File: config.mk
export PLATFORM = sky130hd
export DESIGN_NAME = two_way_cache_refill_ctrl
export DESIGN_NICKNAME = d
export VERILOG_FILES = /design/src/rtl/cache_pkg.sv /design/src/rtl/two_way_cache_refill_ctrl.sv
export SDC_FILE = /design/constraint.sdc
export NUM_CORES = 1
export LEC_CHECK = 0
export ABC_AREA = 1
export CORE_MARGIN = 2
export CORE_UTILIZATION = 34
export DETAILED_ROUTE_END_ITERATION = 8
export PLACE_DENSITY = 0.86
export SLEW_MARGIN = 30
export SYNTH_ARGS = -nofsm -noshare
export SYNTH_HDL_FRONTEND = slang
export SYNTH_SLANG_ARGS = --single-unit
File: constraint.sdc
create_clock -name clk -period 1.3 [get_ports clk]
set_input_delay 0.13 -clock clk [delete_from_list [all_inputs] [get_ports clk]]
set_output_delay 0.13 -clock clk [all_outputs]
set_load 0.01 [all_outputs]
File: src/rtl/cache_pkg.sv
// Shared definitions for the two-way cache refill controller: address-field
// width helpers, the default-geometry address layout and the refill FSM states.
package cache_pkg;

  // Bits needed to index a word inside a block of block_size bytes.
  function automatic int word_bits(input int block_size);
    return $clog2(block_size / 4);
  endfunction

  // Bits needed to index a set.
  function automatic int set_bits(input int num_sets);
    return $clog2(num_sets);
  endfunction

  // Tag width once byte, word and set fields are removed from the address.
  function automatic int tag_bits(input int addr_size, input int num_sets, input int block_size);
    return addr_size - set_bits(num_sets) - word_bits(block_size) - 2;
  endfunction

  localparam int DEF_ADDR_SIZE  = 32;
  localparam int DEF_NUM_SETS   = 16;
  localparam int DEF_BLOCK_SIZE = 32;
  localparam int DEF_WORD_BITS  = word_bits(DEF_BLOCK_SIZE);
  localparam int DEF_SET_BITS   = set_bits(DEF_NUM_SETS);
  localparam int DEF_TAG_BITS   = tag_bits(DEF_ADDR_SIZE, DEF_NUM_SETS, DEF_BLOCK_SIZE);

  // Default-geometry address view; packed fields listed MSB first, so the
  // byte offset occupies bits [1:0], followed by word, set and tag.
  typedef struct packed {
    logic [DEF_TAG_BITS-1:0]  tag;
    logic [DEF_SET_BITS-1:0]  set;
    logic [DEF_WORD_BITS-1:0] word;
    logic [1:0]               byte_sel;
  } cache_addr_t;

  typedef enum logic [1:0] {
    IDLE   = 2'd0,
    REQ    = 2'd1,
    RESP   = 2'd2,
    COMMIT = 2'd3
  } refill_state_t;

endpackage

File: src/rtl/two_way_cache_refill_ctrl.sv
// Miss-handling engine for the two-way set-associative data cache.
// Fetches a whole block one word at a time, writes it into the victim way,
// commits tag/valid and pulses replace to the LRU unit.
// Optional feature macro: CACHE_CRITICAL_WORD_FIRST_EN (start the refill at the
// missing word and expose crit_valid for early restart).
//
// state  | meaning
// IDLE   | waiting for a miss; responses ignored
// REQ    | word request presented, held until accepted
// RESP   | one request outstanding, waiting for its data
// COMMIT | tag/valid write, LRU replace and done pulse
module two_way_cache_refill_ctrl
  import cache_pkg::*;
#(
  parameter int ADDR_SIZE  = 32,
  parameter int NUM_SETS   = 16,
  parameter int BLOCK_SIZE = 32,
  parameter int DATA_WIDTH = 32
) (
  input  logic                                                          clk,
  input  logic                                                          rst,
  input  logic                                                          miss,
  input  logic [ADDR_SIZE-1:0]                                          miss_addr,
  input  logic                                                          preferred,
  output logic                                                          busy,
  output logic                                                          refill_done,
  output logic                                                          replace,
  output logic [ADDR_SIZE-1:0]                                          lru_addr,
  output logic                                                          mem_req_valid,
  input  logic                                                          mem_req_ready,
  output logic [ADDR_SIZE-1:0]                                          mem_req_addr,
  input  logic                                                          mem_rsp_valid,
  input  logic [DATA_WIDTH-1:0]                                         mem_rsp_data,
  output logic                                                          data_we,
  output logic                                                          data_way,
  output logic [set_bits(NUM_SETS)-1:0]                                 data_set,
  output logic [word_bits(BLOCK_SIZE)-1:0]                              data_word,
  output logic [DATA_WIDTH-1:0]                                         data_wdata,
  output logic                                                          tag_we,
  output logic [tag_bits(ADDR_SIZE, NUM_SETS, BLOCK_SIZE)-1:0]          tag_wdata
`ifdef CACHE_CRITICAL_WORD_FIRST_EN
  ,
  output logic                                                          crit_valid
`endif
);

  localparam int WW    = word_bits(BLOCK_SIZE);
  localparam int SW    = set_bits(NUM_SETS);
  localparam int TW    = tag_bits(ADDR_SIZE, NUM_SETS, BLOCK_SIZE);
  localparam int WORDS = BLOCK_SIZE / 4;
  localparam logic [WW:0] LAST_CNT = (WW+1)'(WORDS - 1);

  refill_state_t        state;
  logic [ADDR_SIZE-1:0] addr_q;
  logic                 way_q;
  logic [WW-1:0]        cnt;
  // One bit wider than cnt so it never wraps when the word index does.
  logic [WW:0]          done_cnt;
  logic [WW-1:0]        start_word;

`ifdef CACHE_CRITICAL_WORD_FIRST_EN
  assign start_word = miss_addr[WW+1:2];
`else
  assign start_word = '0;
`endif

  // Refill sequencing with registered control outputs.
  always_ff @(posedge clk or posedge rst) begin
    if (rst) begin
      state         <= IDLE;
      addr_q        <= '0;
      way_q         <= 1'b0;
      cnt           <= '0;
      done_cnt      <= '0;
      busy          <= 1'b0;
      mem_req_valid <= 1'b0;
      tag_we        <= 1'b0;
      replace       <= 1'b0;
      refill_done   <= 1'b0;
    end else begin
      tag_we      <= 1'b0;
      replace     <= 1'b0;
      refill_done <= 1'b0;
      case (state)
        IDLE: begin
          if (miss) begin
            addr_q        <= miss_addr;
            way_q         <= preferred;
            cnt           <= start_word;
            done_cnt      <= '0;
            busy          <= 1'b1;
            mem_req_valid <= 1'b1;
            state         <= REQ;
          end
        end
        REQ: begin
          if (mem_req_ready) begin
            mem_req_valid <= 1'b0;
            state         <= RESP;
          end
        end
        RESP: begin
          if (mem_rsp_valid) begin
            done_cnt <= done_cnt + 1'b1;
            if (done_cnt == LAST_CNT) begin
              tag_we      <= 1'b1;
              replace     <= 1'b1;
              refill_done <= 1'b1;
              state       <= COMMIT;
            end else begin
              cnt           <= cnt + 1'b1;
              mem_req_valid <= 1'b1;
              state         <= REQ;
            end
          end
        end
        COMMIT: begin
          busy  <= 1'b0;
          state <= IDLE;
        end
        default: state <= IDLE;
      endcase
    end
  end

  // The data write happens in the response cycle itself, so it is decoded
  // from the live response rather than registered.
  assign data_we      = (state == RESP) && mem_rsp_valid;
  assign data_wdata   = data_we ? mem_rsp_data : '0;
  assign data_way     = way_q;
  assign data_set     = addr_q[WW+2 +: SW];
  assign data_word    = cnt;
  assign tag_wdata    = addr_q[ADDR_SIZE-1 -: TW];
  assign lru_addr     = addr_q;
  assign mem_req_addr = mem_req_valid ? {addr_q[ADDR_SIZE-1:WW+2], cnt, 2'b00} : '0;

`ifdef CACHE_CRITICAL_WORD_FIRST_EN
  assign crit_valid = data_we && (done_cnt == '0);
`endif

endmodule

==> reports/results.md <==
| Metric | Value | Unit |
|:---|:---|:---|
| Result of the run | finished, violations left | - |
| Violated checks | negative setup slack | - |
| Area of the multi-input gates | 1220 | µm² |
| Vertical die dimension | 92.0 | µm |
| Via count normalized by instance count | 4.41 | - |
| Final worst slack | -0.289 | ns |
| Clock sinks | 45 | - |
| P per Cell Area | 2110 | nW/µm² |
| Number of global-route vias before repair | 3071 | - |
| Max cap viols | 0 | - |
| Global-route wire length before repair | 15.1 | mm |
| FF/Latch Area | 1130 | µm² |
| Required arrival time at the worst endpoint | 1.17 | ns |
| Worst supply voltage drop on vdd | 1.25 | mV |
| Maximum clock rate | 629 | MHz |
| Type of the setup path with the least slack | reg -> out | - |
| Kind of capture point of the worst setup path | output pin | - |
| Post-Syn Instances | 379 | - |
| Die width | 92.0 | µm |
| Clock period minus final worst setup slack | 1.59 | ns |
| Least-Margin Pin Slew | 0.630 | ns |
| Final-layout setup total negative slack | -11.77 | ns |
| Largest net degree at the start of global routing | 46 | - |
| Highest-count cells in the layout ignoring fill and taps | sky130_fd_sc_hd__nand2_1 (118), sky130_fd_sc_hd__clkdlybuf4s50_1 (68), sky130_fd_sc_hd__dlygate4sd2_1 (67) | - |
| Count of final hold-check violations | 0 | - |
| Post-Syn Area per Cell | 6.95 | µm² |
| FF+latch count, synth | 45 | - |
| Total CTS buffers | 5 | - |
| Weighted congestion reported at the end of routability-driven placement | 0.838 | - |
| Max-slew violation total from the final report | 0 | - |
| Library cells used by synthesis | 20 | - |
| Fraction of layout instances using a drive strength above 1 | 38.4 | % |
| Initial DRC count | 132 | - |
| Starting density of the core | 34.6 | % |
| Startpoint types | register | - |
| Number of hold-repair buffers added at the cts stage | 0 | - |
| Root buffer cell | sky130_fd_sc_hd__clkbuf_8 | - |
| Area grow syn2layout | 109 | % |
| Post-detailed-route wirelength per cell | 14.1 | µm |
| Leading cell type in the layout, fill and taps excluded | sky130_fd_sc_hd__nand2_1 | - |
| Setup repair after global routing missed its margin | yes | - |
| Total congestion overflow after global routing | 0 | - |
| Final Cell Area | 5500 | µm² |
| Crit-path cells | nor2_4, buf_12, nand2_8, nor2_2, clkdlybuf4s15_2 | - |
| Crit path max fanout | 9 | - |
| Number of buffers on the longest clock path | 2 | - |
| Cell row count | 32 | - |
| Max stage delay cell, worst path | sky130_fd_sc_hd__dfrtp_1 | - |
| Cells taking the most area after synthesis | sky130_fd_sc_hd__dfrtp_1 (43%), sky130_fd_sc_hd__nand2_1 (22%), sky130_fd_sc_hd__inv_1 (10%) | - |
| Antenna violations before repair | 1 | - |
| Clock transition at the register clock pins on the worst setup and hold paths after CTS | 0.08 | ns |
| Cell Area, Synth | 2630 | µm² |
| Slowest Stage Delay on Critical Path | 0.41 | ns |
| HP Class | in -> async | - |
| Overall power consumption | 0.0116 | W |
| Finish-stage setup viols | 68 | - |
| Placeable Area | 7610 | µm² |
| Tightest slew margin relative to the limit | 58.0 | % |
| Maximum level of the CTS H-tree | 2 | - |
| Input/output buffers | 200 | - |
| Final HPWL DP | 6.14 | mm |
| Via count | 3143 | - |
| Worst-case clock skew | 0.00625 | ns |
| Total number of nets in the final design | 682 | - |
| Clock Latency Late Sink | 0.30 | ns |
| Global-route usage over all layers | 22.5 | % |
| Leakage | 3.21 | nW |
| Count of yosys warnings during synthesis | 0 | - |
| Yosys top cell area share | 42.8 | % |
| Length of the first detailed-routing pass in iterations | 4 | - |
| Largest area contributor in the synthesized netlist | sky130_fd_sc_hd__dfrtp_1 | - |
| Fill count | 542 | - |
| CTS tree | built | - |
| Top-level port count | 203 | - |
| Arrival @ worst endpoint | 1.46 | ns |
| Final critical-path share of the clock period | 122 | % |
| Total placed instance area | 4580 | µm² |
| Remaining number of nets flagged by the antenna check after routing | 0 | - |
| Sequential area share after synthesis | 42.8 | % |
| Routed WL | 10.1 | mm |
| Die area | 8460 | µm² |
| Number of design rule violations left after detail routing | 0 | - |
## final cells by class
class                   instances  area share, %
repair buffers                265           47.9
multi-input cells             219           22.1
flip-flops and latches         45           20.5
inverters                      74           5.19
well taps                     102           2.32
clock buffers                   5           1.25
clock inverters                 2          0.637
diodes                          1         0.0455
## synth_stat cells, drive strengths merged
cell type	instances
dfrtp	45
ha	2
inv	74
clkbuf	3
nor2	43
conb	1
buf	41
nand3	6
o21ai	5
nand2	155
a21oi	1
nand4	2
xor2	1
## cells by family (layout without fill, tap and decap cells)
| group | after synthesis | in the layout | synth area share [%] |
|---|---|---|---|
| flops | 45 | 45 | 42.8 |
| other cells | 1 | 3 | 0.142 |
| simple gates | 206 | 208 | 31.0 |
| compound gates | 6 | 6 | 1.14 |
| fa+ha+maj | 2 | 2 | 0.950 |
| buf+inv | 118 | 346 | 23.7 |
| xor+xnor | 1 | 1 | 0.333 |
## state kept, by name, summed over array words and instances, names as in the netlist
register,flops
data_way,1
done_cnt,4
mem_req_valid,1
tag_we,1
state,2
busy,1
lru_addr,32
data_word,3
## metrics by stage
| stage | hold slack (ns) | std cells | util [%] | setup slack, ns |
|---|---|---|---|---|
| 6_report | 0.181 | 713 | 72.3 | -0.289 |
| 5_1_grt | 0.188 | 712 | 72.3 | -0.376 |
| 4_1_cts | 0.181 | 706 | 67.4 | -0.283 |
| 3_5_place_dp | 0.469 | 651 | 60.2 | -0.462 |
| 3_3_place_gp | 0.461 | 651 | 60.2 | -0.380 |
| 2_1_floorplan | 0.238 | 380 | - | 0.111 |
## power by group
group / switching, W / leakage (nW) / internal (W)
Sequential: 0.000522 / 0.562 / 0.00199
Clock: 0.000455 / 0.0540 / 0.000559
Combinational: 0.00378 / 2.60 / 0.00429
Total: 0.00475 / 3.21 / 0.00684
## path summary, 6_finish.rpt
path / startpoint / endpoint / slack (ns) / depth (start not counted)
max: state[0]$_DFFE_PP0P_ / data_wdata[29] / -0.29 / 5
min: rst / lru_addr[0]$_DFFE_PP0P_ / 0.18 / 3
max reg2reg: state[0]$_DFFE_PP0P_ / done_cnt[0]$_DFFE_PP0P_ / -0.15 / 9
min reg2reg: lru_addr[4]$_DFFE_PP0P_ / lru_addr[4]$_DFFE_PP0P_ / 0.50 / 2
max in group asynchronous: rst / lru_addr[18]$_DFFE_PP0P_ / 0.90 / 3
min in group clk: miss_addr[1] / lru_addr[1]$_DFFE_PP0P_ / 0.36 / 3
## what timing repair did
action	CTS	global route
resized for setup	389	99
buffers inserted	43	6
endpoints found under the setup margin	169	108
pin swaps	17	21
gates cloned	6	2
## critical path: cells and delay by family (launching register included)
family,cells,cell delay (ns)
simple gates,3,0.37
flops,1,0.41
buf+inv,2,0.38
## per-layer routing
metal  wire (µm)  GRT usage [%]  vias up
met1        3770           25.0     1463
met4         139           4.48        0
met3         832           5.67       10
met5           0              0        -
met2        5340           43.0      156
li1            -              -     1514
Power figures use the tool's default switching activity.
